$ cat config.mk
export PLATFORM = sky130hd
export DESIGN_NAME = ftoi_pipe
export DESIGN_NICKNAME = d
export VERILOG_FILES = /design/src/rtl/ftoi_pipe.sv
export SDC_FILE = /design/constraint.sdc
export NUM_CORES = 1
export LEC_CHECK = 0
export ABC_CLOCK_PERIOD_IN_PS = 5500
export BUFFER_PORTS_ARGS = -buffer_cell sky130_fd_sc_hd__buf_2
export CAP_MARGIN = 20
export CORE_MARGIN = 5
export CORE_UTILIZATION = 35
export CTS_BUF_LIST = sky130_fd_sc_hd__clkbuf_16
export CTS_CLUSTER_DIAMETER = 80
export CTS_CLUSTER_SIZE = 25
export DETAILED_ROUTE_END_ITERATION = 8
export PLACE_DENSITY = 0.57
export SYNTH_ARGS = -nofsm -noshare
export SYNTH_HDL_FRONTEND = slang
export SYNTH_SLANG_ARGS = --single-unit
export TNS_END_PERCENT = 100
$ cat constraint.sdc
create_clock -name clk -period 5.5 [get_ports clk]
set_input_delay 0.275 -clock clk [delete_from_list [all_inputs] [get_ports clk]]
set_output_delay 0.275 -clock clk [all_outputs]
set_load 0.05 [all_outputs]
$ cat src/rtl/ftoi_pipe.sv
`timescale 1ns/1ps
// ftoi_pipe: two-stage pipelined IEEE-754 single-precision to signed integer
// converter with rounding, saturation, invalid/inexact flags and a
// valid/ready handshake with full back-pressure.
//
// Parameters
//   INT_W        output integer width (8..64)
// Ports
//   clk          rising-edge clock
//   rst          asynchronous active-high reset
//   in_valid     operand offered
//   in_ready     operand accepted this cycle when in_valid is high
//   in_data      IEEE-754 single operand
//   in_rm        rounding mode: 00 nearest/ties away, 01 nearest/ties even,
//                10 toward zero, 11 toward minus infinity
//   out_valid    result available
//   out_ready    consumer takes the result
//   out_data     signed two's-complement result
//   out_invalid  NaN, infinity or out-of-range input (result saturated)
//   out_inexact  result differs from the input value (never with invalid)
//
// Configuration
//   FTOI_PIPE_ROUND_MODE_EN  when defined, in_rm selects the rounding mode;
//                            otherwise in_rm is ignored and mode 00 is fixed.
module ftoi_pipe #(
    parameter int INT_W = 32
) (
    input  logic             clk,
    input  logic             rst,
    input  logic             in_valid,
    output logic             in_ready,
    input  logic [31:0]      in_data,
    input  logic [1:0]       in_rm,
    output logic             out_valid,
    input  logic             out_ready,
    output logic [INT_W-1:0] out_data,
    output logic             out_invalid,
    output logic             out_inexact
);

    // Aligned significand: INT_W integer bits above 23 fraction bits.
    localparam int W = INT_W + 23;
    localparam logic [7:0] INT_W8 = 8'(INT_W);

    typedef enum logic [2:0] {
        CLS_ZERO = 3'd0,
        CLS_NAN  = 3'd1,
        CLS_INF  = 3'd2,
        CLS_OVF  = 3'd3,
        CLS_NORM = 3'd4
    } cls_t;

    localparam logic [INT_W-1:0] MAX_POS = {1'b0, {(INT_W-1){1'b1}}};
    localparam logic [INT_W-1:0] MIN_NEG = {1'b1, {(INT_W-1){1'b0}}};

    // Pipeline state
    logic             v1;
    logic             v2;
    logic             s1_sign;
    cls_t             s1_cls;
    logic [INT_W-1:0] s1_int;
    logic             s1_guard;
    logic             s1_sticky;
`ifdef FTOI_PIPE_ROUND_MODE_EN
    logic [1:0]       s1_rm;
`else
    logic             unused_rm;
    assign unused_rm = ^in_rm;
`endif

    // Handshake
    logic s2_load;
    logic s1_load;

    assign s2_load   = ~v2 | out_ready;
    assign s1_load   = ~v1 | s2_load;
    assign in_ready  = ~rst & s1_load;
    assign out_valid = v2;

    // Decode signals
    logic [7:0]       d_exp;
    logic [22:0]      d_man;
    logic [23:0]      d_sig;
    logic [7:0]       exp_unb;
    logic [W-1:0]     aligned;
    cls_t             d_cls;
    logic [INT_W-1:0] d_int;
    logic             d_guard;
    logic             d_sticky;

    // Stage-1 decode: classify the operand and align it to integer + guard + sticky.
    always_comb begin
        d_exp    = in_data[30:23];
        d_man    = in_data[22:0];
        d_sig    = {1'b1, d_man};
        exp_unb  = d_exp - 8'd127;
        // Only meaningful when 127 <= exp < 127 + INT_W, i.e. shift < 64.
        aligned  = {{(INT_W-1){1'b0}}, d_sig} << exp_unb[5:0];
        d_cls    = CLS_NORM;
        d_int    = {INT_W{1'b0}};
        d_guard  = 1'b0;
        d_sticky = 1'b0;
        if (d_exp == 8'd0) begin
            // Zero and denormals flush to exact zero.
            d_cls = CLS_ZERO;
        end else if (d_exp == 8'hFF) begin
            d_cls = (d_man != 23'd0) ? CLS_NAN : CLS_INF;
        end else if (d_exp < 8'd126) begin
            // |value| < 0.5: below the guard position, only sticky survives.
            d_sticky = 1'b1;
        end else if (d_exp == 8'd126) begin
            // 0.5 <= |value| < 1: hidden bit lands on the guard position.
            d_guard  = 1'b1;
            d_sticky = |d_man;
        end else if (exp_unb >= INT_W8) begin
            // Magnitude >= 2^INT_W: cannot fit even before rounding.
            d_cls = CLS_OVF;
        end else begin
            d_int    = aligned[W-1:23];
            d_guard  = aligned[22];
            d_sticky = |aligned[21:0];
        end
    end

    // Stage-1 registers: capture the decoded operand whenever stage 1 can load.
    always_ff @(posedge clk or posedge rst) begin
        if (rst) begin
            v1        <= 1'b0;
            s1_sign   <= 1'b0;
            s1_cls    <= CLS_ZERO;
            s1_int    <= {INT_W{1'b0}};
            s1_guard  <= 1'b0;
            s1_sticky <= 1'b0;
`ifdef FTOI_PIPE_ROUND_MODE_EN
            s1_rm     <= 2'b00;
`endif
        end else if (s1_load) begin
            v1 <= in_valid;
            if (in_valid) begin
                s1_sign   <= in_data[31];
                s1_cls    <= d_cls;
                s1_int    <= d_int;
                s1_guard  <= d_guard;
                s1_sticky <= d_sticky;
`ifdef FTOI_PIPE_ROUND_MODE_EN
                s1_rm     <= in_rm;
`endif
            end
        end
    end

    // Round/saturate signals
    logic             up;
    logic [INT_W:0]   mag;
    logic [INT_W-1:0] mag_lo;
    logic             pos_ovf;
    logic             neg_ovf;
    logic [INT_W-1:0] r_data;
    logic             r_invalid;
    logic             r_inexact;

`ifdef FTOI_PIPE_ROUND_MODE_EN
    // Round-up decision for the selected mode.
    always_comb begin
        case (s1_rm)
            2'b00:   up = s1_guard;
            2'b01:   up = s1_guard & (s1_sticky | s1_int[0]);
            2'b10:   up = 1'b0;
            2'b11:   up = (s1_guard | s1_sticky) & s1_sign;
            default: up = s1_guard;
        endcase
    end
`else
    // Round-up decision: nearest, ties away from zero.
    always_comb begin
        up = s1_guard;
    end
`endif

    // Stage-2 compute: round, range check on the rounded magnitude, negate, saturate.
    always_comb begin
        mag     = {1'b0, s1_int} + {{INT_W{1'b0}}, up};
        mag_lo  = mag[INT_W-1:0];
        // Positive limit is 2^(INT_W-1)-1; negative limit is 2^(INT_W-1).
        pos_ovf = mag[INT_W] | mag[INT_W-1];
        neg_ovf = mag[INT_W] | (mag[INT_W-1] & (|mag[INT_W-2:0]));
        r_data    = {INT_W{1'b0}};
        r_invalid = 1'b0;
        r_inexact = 1'b0;
        case (s1_cls)
            CLS_ZERO: begin
                r_data    = {INT_W{1'b0}};
                r_invalid = 1'b0;
                r_inexact = 1'b0;
            end
            CLS_NAN: begin
                r_data    = MIN_NEG;
                r_invalid = 1'b1;
            end
            CLS_INF, CLS_OVF: begin
                r_data    = s1_sign ? MIN_NEG : MAX_POS;
                r_invalid = 1'b1;
            end
            CLS_NORM: begin
                if (s1_sign ? neg_ovf : pos_ovf) begin
                    r_data    = s1_sign ? MIN_NEG : MAX_POS;
                    r_invalid = 1'b1;
                end else begin
                    r_data    = s1_sign ? ((~mag_lo) + {{(INT_W-1){1'b0}}, 1'b1}) : mag_lo;
                    r_inexact = s1_guard | s1_sticky;
                end
            end
            default: begin
                r_data    = {INT_W{1'b0}};
                r_invalid = 1'b0;
                r_inexact = 1'b0;
            end
        endcase
    end

    // Stage-2 / output registers: load from stage 1 when empty or being drained.
    always_ff @(posedge clk or posedge rst) begin
        if (rst) begin
            v2          <= 1'b0;
            out_data    <= {INT_W{1'b0}};
            out_invalid <= 1'b0;
            out_inexact <= 1'b0;
        end else if (s2_load) begin
            v2 <= v1;
            if (v1) begin
                out_data    <= r_data;
                out_invalid <= r_invalid;
                out_inexact <= r_inexact;
            end
        end
    end

endmodule
==> impl_metrics.yaml, run 1 <==
synth:
  synth_nets: 878
  synth_top_cell_by_area: "dfrtp_1"
  synth_top_cells_by_area: "dfrtp_1 27%, nand2_1 5.9%, mux4_2 5.6%"
  yosysUniqueCellTypes: 78
  synth-edff-count: 0
  synth_common_cells: "106 x nand2_1, 74 x dfrtp_1, 66 x nor2_1, 63 x nand3_1, 52 x o21ai_0"
  yosysMostFrequentCell: "nand2_1"
  synth_area_um2: 6790
  netlist.area_leader.share_pct: 27.3
  netlist_instances: 833
  syn_avg_cell_area_um2: 8.15
  synthFlopType: "dfrtp_1"
  async_flop_share_pct: 100
  ys_ff_latch: 74
  yosys_warnings: 0
  yosysSeqAreaShare_pct: 27.3
sta:
  layout_setup_ws_ps: 1370
  period_minus_slack_ps: 4130
  post-route-period-util_pct: 75.2
  rsz0062_at_grt: "false"
  hold_viol_final: 0
  finalSetupViolations: 0
  relSlewSlack_pct: 38.2
  clock_skew_ps: 8.94
  slew_viol_final: 0
  max_freq_mhz: 242
  tightest_slew_ps: 927
  finalSetupTns_ps: 0
floorplanning:
  rows: 51
  core_um2: 19300
  die_x_um: 149
  dieHeight_um: 149
  initial_utilization_pct: 35.2
  io_pins: 74
  die_area_um2: 22300
finish:
  nFillCells: 2026
  areaGrowthSynthToFinish_pct: 13.2
  layout-drive-gt1-share_pct: 17.9
  ff_latch_area_um2: 1850
  fin_util_pct: 39.9
  multi_input_area_um2: 4640
  antennaDiodeCount: 0
  final_nets: 912
  instances_no_fill: 1137
global_route:
  grt_pass1_vias: 5865
  grt_pass1_wl_um: 31700
  grt_max_degree: 75
  overflow: 0
  antenna_found_initial: 0
  track_usage_pct: 17.3
worst_hold_path:
  min_path_cells: 2
  min_from: "in_valid"
  min_to: "v1$_DFFE_PP0N_"
  hold_path.class: "primary input to register"
placed_design:
  place_ws_ps: 975
  hpwl_um: 14700
  dp_cells: 1118
  portBuffers: 71
  gp_congestion: 0.902
detailed_routing:
  ant_nets: 0
  drtIter0Drc: 404
  routed_wl_um: 19000
  drt-wirelength-per-cell_um: 16.7
  post-route-drc-count: 0
  drt_pass1_iterations: 5
  vias: 6379
  vias_per_cell: 5.61
status:
  status: "finished, final reports clean"
clock_network:
  cts_sinks: 74
  cts_buffers: 9
  clk_pin_slew_ps: 60
  cts_tree: "yes"
  clk_latency_ps: 340
  h-tree-depth: 3
  clockBufferDepth: 2
  cts_hold_buf: 0
  postCtsSetupBuffers: 0
  post_cts_resized: 0
  ctsRootBufferMaster: "clkbuf_16"
worst_setup_path:
  r2r_slack_ps: 1370
  crit_path_start_kind: "register"
  cp_max_fo: 14
  worstRegToRegCells: 12
  cp_data_required_time_ps: 5750
  endpoint_kind: "register"
  worstSetupPathType: "register to register"
  r2r_end: "out_data[27]$_DFFE_PP0P_"
  reg2reg_from: "s1_guard$_DFFE_PP0P_"
  cp.arrival_ps: 4390
power_and_ir_drop:
  power.density_nw_per_um2: 292
  design_power_total_uw: 2250
  p_leak_uw: 0.00327
  max-vdd-ir-drop_uv: 160
job:
  cap_viol_max_count: 0
[registers in the layout (all words and copies together) (netlist names)]
| register | flops |
|---|---|
| s1_sticky | 1 |
| out_invalid | 1 |
| s1_cls | 3 |
| out_inexact | 1 |
| out_valid | 1 |
| s1_guard | 1 |
| s1_int | 32 |
| s1_sign | 1 |
| v1 | 1 |
| out_data | 32 |
[stage by stage]
stage / hold slack, ps / area [um2]
final: 136 / 7680
after global routing: 156 / 7680
after CTS: 128 / 7630
after detailed placement: 469 / 7310
after global placement: 461 / 7310
after floorplan: 383 / 6790
[routing by layer]
metal	GRT usage, %	part of all wire [%]
met1	25.7	50
met2	26.8	45
met3	1.73	4.1
met4	4.71	1.4
met5	0	0
[cells by family after synthesis]
kind of cell	after synthesis	share of synthesized area [%]
AND/OR/NAND/NOR	358	27.1
AO/OA/AOI/OAI	217	21.7
flip-flops	74	27.3
buffers and inverters	73	4.72
multiplexers	60	12.2
XOR/XNOR	44	5.68
adder cells (fa/ha/maj)	7	1.29
[power by group]
part           switching, uW  internal [uW]
registers               59.6            615
clock network            247            401
logic                    607            315
total                    914           1330
[placed cells by master, fill, tap and decap left out, types with 10 or more instances in the layout]
master    count
nand3_1      63
a22o_1       27
mux2i_1      33
mux4_2       17
xnor2_1      23
buf_4        13
mux2_2       10
nand4_1      12
o21ai_0      52
xor2_1       18
o211ai_1     11
nor2_1       66
dfrtp_1      74
nor3_1       23
nand2_1     106
a31oi_1      10
and2_1       12
and3_1       11
buf_2        71
a21oi_1      44
[worst max-delay path by stage]
stage | startpoint | endpoint | slack [ps] | depth (start not counted)
final | s1_guard$_DFFE_PP0P_ | out_data[27]$_DFFE_PP0P_ | 1370 | 12
after global routing | s1_guard$_DFFE_PP0P_ | out_data[1]$_DFFE_PP0P_ | 1010 | 13
after CTS | s1_guard$_DFFE_PP0P_ | out_data[27]$_DFFE_PP0P_ | 1320 | 12
after detailed placement | in_data[23] | s1_sticky$_DFFE_PP0P_ | 970 | 12
after global placement | in_data[23] | s1_sticky$_DFFE_PP0P_ | 980 | 12
after floorplan | in_data[23] | s1_sticky$_DFFE_PP0P_ | 1610 | 14
[area by class of cell]
cell class | instances | area share, %
Multi-Input combinational cell | 686 | 60.4
Sequential cell | 74 | 24.1
Timing Repair Buffer | 86 | 6.40
Tap cell | 265 | 4.32
Clock buffer | 9 | 2.93
Clock inverter | 7 | 1.32
Inverter | 10 | 0.489
[critical path: stages, from the launching register on]
cell	delay [ps]
dfrtp_1	430
ha_1	280
ha_1	330
and4_1	310
nand3_1	250
nor4_1	360
xor2_1	170
a2111o_1	410
or4_4	540
nand2_1	240
buf_4	250
nand2_1	230
o211ai_1	240
Power figures use the tool's default switching activity.
==> run 2, diff against run 1 <==
--- a/config.mk
+++ b/config.mk
@@ -5,7 +5,8 @@
 export SDC_FILE = /design/constraint.sdc
 export NUM_CORES = 1
 export LEC_CHECK = 0
-export ABC_CLOCK_PERIOD_IN_PS = 5500
+export ABC_AREA = 1
+export ABC_CLOCK_PERIOD_IN_PS = 4300
 export BUFFER_PORTS_ARGS = -buffer_cell sky130_fd_sc_hd__buf_2
 export CAP_MARGIN = 20
 export CORE_MARGIN = 5
==> constraint.sdc (replaced) <==
create_clock -name clk -period 4.3 [get_ports clk]
set_input_delay 0.215 -clock clk [delete_from_list [all_inputs] [get_ports clk]]
set_output_delay 0.215 -clock clk [all_outputs]
set_load 0.05 [all_outputs]
==> impl_metrics.yaml, run 2 <==
sta:
  relSlewSlack_pct: 44.5
  tightest_slew_ps: 831
  rsz0062_at_grt: "false"
  period_minus_slack_ps: 3380
  slew_viol_final: 0
  finalSetupTns_ps: 0
  max_freq_mhz: 296
  hold_viol_final: 19
  post-route-period-util_pct: 78.7
  finalSetupViolations: 0
  clock_skew_ps: 8.10
  fin_hold_ws_ps: -16.0
worst_setup_path:
  endpoint_kind: "register"
  worstSetupPathType: "register to register"
  critPathBufInv: 3
  crit_path_start_kind: "register"
  cp_data_required_time_ps: 4530
  r2r_slack_ps: 920
  critPathTopFamily: "simple AND/OR/NAND/NOR gates"
  cp_max_fo: 28
  cpMostUsedCell: "nand2_1"
  cp.arrival_ps: 3610
  slowest_delay_ps: 370
  critical-path-slowest-cell: "dfrtp_1"
  path_cells: "ha_1 -> ha_1 -> nand3_2 -> inv_2 -> nand2_1 -> nand2_1 -> nand3_2 -> nor2_2 -> nand3_2 -> nor2_2 -> nand3_1 -> nand2_1 -> nand2_1 -> buf_4 -> inv_2 -> nand3_1 -> nand2_1 -> nand2_1 -> nand2_1 -> nand2_1"
detailed_routing:
  post-route-drc-count: 0
  ant_nets: 0
  drt_pass1_iterations: 5
  vias_per_cell: 4.89
  routed_wl_um: 21200
  drtIter0Drc: 555
  vias: 7496
  drt-wirelength-per-cell_um: 13.8
power_and_ir_drop:
  p_leak_uw: 0.00411
  power.density_nw_per_um2: 352
  max-vdd-ir-drop_uv: 150
floorplanning:
  initial_utilization_pct: 35.6
  die_area_um2: 22800
  die_x_um: 151
  core_um2: 19500
  io_pins: 74
  rows: 51
  dieHeight_um: 151
synth:
  synth_area_um2: 6950
  synthFlopType: "dfrtp_1"
  yosys_warnings: 0
  synth_top_cell_by_area: "nand2_1"
  yosysSeqAreaShare_pct: 26.6
  synth_nets: 1259
  syn_avg_cell_area_um2: 5.73
  async_flop_share_pct: 100
  yosysUniqueCellTypes: 44
  synth-edff-count: 0
  synth_top_cells_by_area: "nand2_1 28%, dfrtp_1 27%, nor2_1 7.2%"
  ys_ff_latch: 74
  synth_common_cells: "528 x nand2_1, 134 x nor2_1, 108 x inv_1, 94 x o21ai_0, 74 x dfrtp_1"
  yosysMostFrequentCell: "nand2_1"
  netlist.area_leader.share_pct: 28.5
  netlist_instances: 1214
clock_network:
  cts_sinks: 74
  clockBufferDepth: 2
  h-tree-depth: 3
  cts_tree: "yes"
  cts_buffers: 9
  clk_pin_slew_ps: 60
  post_cts_resized: 0
  cts_hold_buf: 0
  clk_latency_ps: 350
  ctsRootBufferMaster: "clkbuf_16"
  postCtsSetupBuffers: 0
finish:
  antennaDiodeCount: 0
  areaGrowthSynthToFinish_pct: 12.3
  final_nets: 1307
  reg_top3: "out_data: 32 flops, s1_int: 32 flops, s1_cls: 3 flops"
  final_common_cell: "nand2_1"
  layout-drive-gt1-share_pct: 11.4
  layout_common_cells: "528 x nand2_1, 134 x nor2_1, 107 x inv_1"
status:
  violations: "negative hold slack"
  status: "complete, but fails checks"
placed_design:
  gp_congestion: 0.959
  hpwl_um: 17000
  portBuffers: 71
global_route:
  antenna_found_initial: 0
  overflow: 0
  grt_max_degree: 43
  grt_pass1_wl_um: 34900
  track_usage_pct: 19.0
  grt_pass1_vias: 6967
worst_hold_path:
  hold_path.class: "primary input to async pin"
job:
  cap_viol_max_count: 0
run 2: cell types whose count changed after synthesis, moves of 31 or more:
| cell | delta |
|---|---|
| o21ai_0 | +42 |
| a21oi_1 | -34 |
| inv_1 | +98 |
| nor2_1 | +68 |
| mux2i_1 | -31 |
| nand2_1 | +422 |
run 2: layout make-up:
class | count | area [um2]
Clock buffer | 9 | 225
Clock inverter | 7 | 70.1
Fill cell | 2289 | 11700
Inverter | 114 | 428
Multi-Input combinational cell | 980 | 4460
Sequential cell | 74 | 1850
Tap cell | 265 | 332
Timing Repair Buffer | 83 | 445
run 2: per-layer routing:
metal	GRT usage, %	part of all wire [%]	up-vias
met1	25.5	47	3352
li1	-	-	3944
met3	2.93	4.6	25
met5	0	0	-
met2	31.8	46	175
met4	5.17	1.9	0
run 2: where the power goes:
part	internal (uW)	switching, uW
combinational	301	838
sequential	791	53.7
clock	447	315
run 2: per-stage QoR:
stage	std cells	utilization, %	instance area, um2	worst slack [ps]	total power (uW)
after floorplan	1214	-	6950	1710	1730
after global placement	1516	38.5	7510	877	2000
after detailed placement	1516	38.5	7510	817	2000
after CTS	1532	40.0	7810	929	2770
after global routing	1532	40.0	7810	624	2930
final	1532	40.0	7810	916	2750
run 2: worst paths after layout:
| check | start | cells after the start | endpoint |
|---|---|---|---|
| hold reg to reg | out_data[12]$_DFFE_PP0P_ | 2 | out_data[12]$_DFFE_PP0P_ |
| max in group asynchronous | rst | 3 | s1_int[13]$_DFFE_PP0P_ |
| setup / recovery | s1_guard$_DFFE_PP0P_ | 20 | out_data[26]$_DFFE_PP0P_ |
| setup reg to reg | s1_guard$_DFFE_PP0P_ | 20 | out_data[26]$_DFFE_PP0P_ |
| hold / removal | rst | 2 | v1$_DFFE_PP0N_ |
| min in group clk | in_data[31] | 3 | s1_sign$_DFFE_PP0P_ |
run 2: kinds of logic after synthesis:
logic type | Yosys count | share of synthesized area (%)
multiplexers | 2 | 0.288
adder cells (fa/ha/maj) | 7 | 1.26
flip-flops | 74 | 26.6
AO/OA/AOI/OAI | 168 | 13.5
AND/OR/NAND/NOR | 783 | 46.4
buffers and inverters | 160 | 9.30
XOR/XNOR | 20 | 2.63
==> run 3, diff against run 2 <==
--- a/config.mk
+++ b/config.mk
@@ -6,7 +6,7 @@
 export NUM_CORES = 1
 export LEC_CHECK = 0
 export ABC_AREA = 1
-export ABC_CLOCK_PERIOD_IN_PS = 4300
+export ABC_CLOCK_PERIOD_IN_PS = 3220
 export BUFFER_PORTS_ARGS = -buffer_cell sky130_fd_sc_hd__buf_2
 export CAP_MARGIN = 20
 export CORE_MARGIN = 5
==> constraint.sdc (replaced) <==
create_clock -name clk -period 3.22 [get_ports clk]
set_input_delay 0.161 -clock clk [delete_from_list [all_inputs] [get_ports clk]]
set_output_delay 0.161 -clock clk [all_outputs]
set_load 0.05 [all_outputs]
==> impl_metrics.yaml, run 3 (synthesis results as in run 2) <==
status:
  status: "finished, final reports clean"
sta:
  rsz0062_at_grt: "false"
  slew_viol_final: 0
  max_freq_mhz: 337
  fin_hold_ws_ps: 51.5
  hold_viol_final: 0
  clock_skew_ps: 12.5
  relSlewSlack_pct: 38.3
  tightest_slew_ps: 919
  finalSetupViolations: 0
  period_minus_slack_ps: 2970
  finalSetupTns_ps: 0
  layout_setup_ws_ps: 250
  post-route-period-util_pct: 92.2
clock_network:
  clk_latency_ps: 350
  cts_tree: "yes"
  clockBufferDepth: 2
  cts_buffers: 9
  h-tree-depth: 3
  cts_sinks: 74
  ctsRootBufferMaster: "clkbuf_16"
  clk_pin_slew_ps: 60
placed_design:
  place_ws_ps: 60.2
  portBuffers: 71
  dp_cells: 1527
  hpwl_um: 17200
  gp_congestion: 0.951
worst_setup_path:
  crit_path_start_kind: "register"
  cp_max_fo: 24
  critPathBufInv: 1
  worstSetupPathType: "register to register"
  cpMostUsedCell: "nand2_1"
  slowest_delay_ps: 370
  cp_data_required_time_ps: 3450
  critical-path-slowest-cell: "dfrtp_1"
  cp.arrival_ps: 3200
  endpoint_kind: "register"
  critPathTopFamily: "simple AND/OR/NAND/NOR gates"
  path_cells: "ha_2 -> buf_4 -> nand2_2 -> nor2_8 -> nand3_1 -> nor2_1 -> nand4_1 -> xor2_1 -> nand2_1 -> nand2_2 -> nand2_1 -> nand2_8 -> o21ai_0 -> nand2_1 -> nand2_1"
detailed_routing:
  drtIter0Drc: 566
  drt-wirelength-per-cell_um: 14.1
  post-route-drc-count: 0
  vias_per_cell: 4.89
  drt_pass1_iterations: 5
  ant_nets: 0
  routed_wl_um: 21700
  vias: 7556
job:
  cap_viol_max_count: 0
finish:
  layout-drive-gt1-share_pct: 13.5
  reg_top3: "out_data: 32 flops, s1_int: 32 flops, s1_cls: 3 flops"
  layout_common_cells: "522 x nand2_1, 128 x nor2_1, 108 x inv_1"
  ff_latch_area_um2: 1850
  nFillCells: 2241
  final_nets: 1321
  instances_no_fill: 1546
  final_common_cell: "nand2_1"
  antennaDiodeCount: 0
  multi_input_area_um2: 4550
  areaGrowthSynthToFinish_pct: 15.6
floorplanning:
  dieHeight_um: 151
  core_um2: 19500
  die_x_um: 151
  die_area_um2: 22800
  rows: 51
  io_pins: 74
  initial_utilization_pct: 35.6
global_route:
  grt_pass1_wl_um: 35500
  grt_max_degree: 59
  antenna_found_initial: 0
  track_usage_pct: 19.5
  grt_pass1_vias: 7032
  overflow: 0
power_and_ir_drop:
  p_leak_uw: 0.00419
  design_power_total_uw: 3810
  max-vdd-ir-drop_uv: 223
  power.density_nw_per_um2: 474
worst_hold_path:
  hold_path.class: "primary input to register"
-- run 3: cell types whose count changed in the layout (fill, tap and decap cells not counted), sizes merged --
cell and change:
inv +1, clkinv -2, bufinv +1, dlygate4sd3 +1, buf +13
-- run 3: final timing paths --
kind | startpoint | endpoint | slack (ps) | cells after the start
setup reg to reg | s1_guard$_DFFE_PP0P_ | out_data[21]$_DFFE_PP0P_ | 250 | 15
max in group asynchronous | rst | s1_int[11]$_DFFE_PP0P_ | 1750 | 4
min in group asynchronous | rst | out_valid$_DFFE_PP0P_ | 350 | 3
hold reg to reg | out_data[30]$_DFFE_PP0P_ | out_data[30]$_DFFE_PP0P_ | 470 | 2
setup / recovery | s1_guard$_DFFE_PP0P_ | out_data[21]$_DFFE_PP0P_ | 250 | 15
hold / removal | in_data[31] | s1_sign$_DFFE_PP0P_ | 50 | 3
-- run 3: report_power, final --
| part | internal, uW | leakage (uW) | switching [uW] |
|---|---|---|---|
| clock network | 677 | 0.000149 | 431 |
| logic | 431 | 0.00305 | 1140 |
| registers | 1060 | 0.000997 | 71.8 |
| total | 2160 | 0.00419 | 1650 |
-- run 3: tightest hold or removal path: cells and delay by family --
family	cells	cell delay, ps
simple gates	1	50
compound gates	1	60
buf+inv	1	90
-- run 3: stage by stage --
| step | utilization [%] | area [um2] |
|---|---|---|
| floorplan | - | 6950 |
| global placement | 38.9 | 7590 |
| detailed placement | 38.9 | 7590 |
| CTS | 40.6 | 7930 |
| global route | 41.2 | 8040 |
| finish | 41.2 | 8040 |
-- run 3: repair_timing --
action	CTS	global route
resized for setup	0	26
setup endpoints to repair	0	32
hold endpoints to repair	16	0
buffers inserted	0	2
hold buffers	1	0
-- run 3: layout make-up --
cell class / instances / area share [%]
clock buffers: 9 / 2.80
well taps: 265 / 4.12
flip-flops and latches: 74 / 23.0
inverters: 114 / 5.35
multi-input cells: 980 / 56.6
clock inverters: 7 / 1.18
repair buffers: 97 / 6.93
-- run 3: metal layers --
layer,GRT usage (%),up-vias,share of wire (%)
met5,0,-,0
met4,6.21,0,2.1
met3,2.78,27,4.2
met2,32.5,144,47
met1,26.0,3418,46
li1,-,3967,-
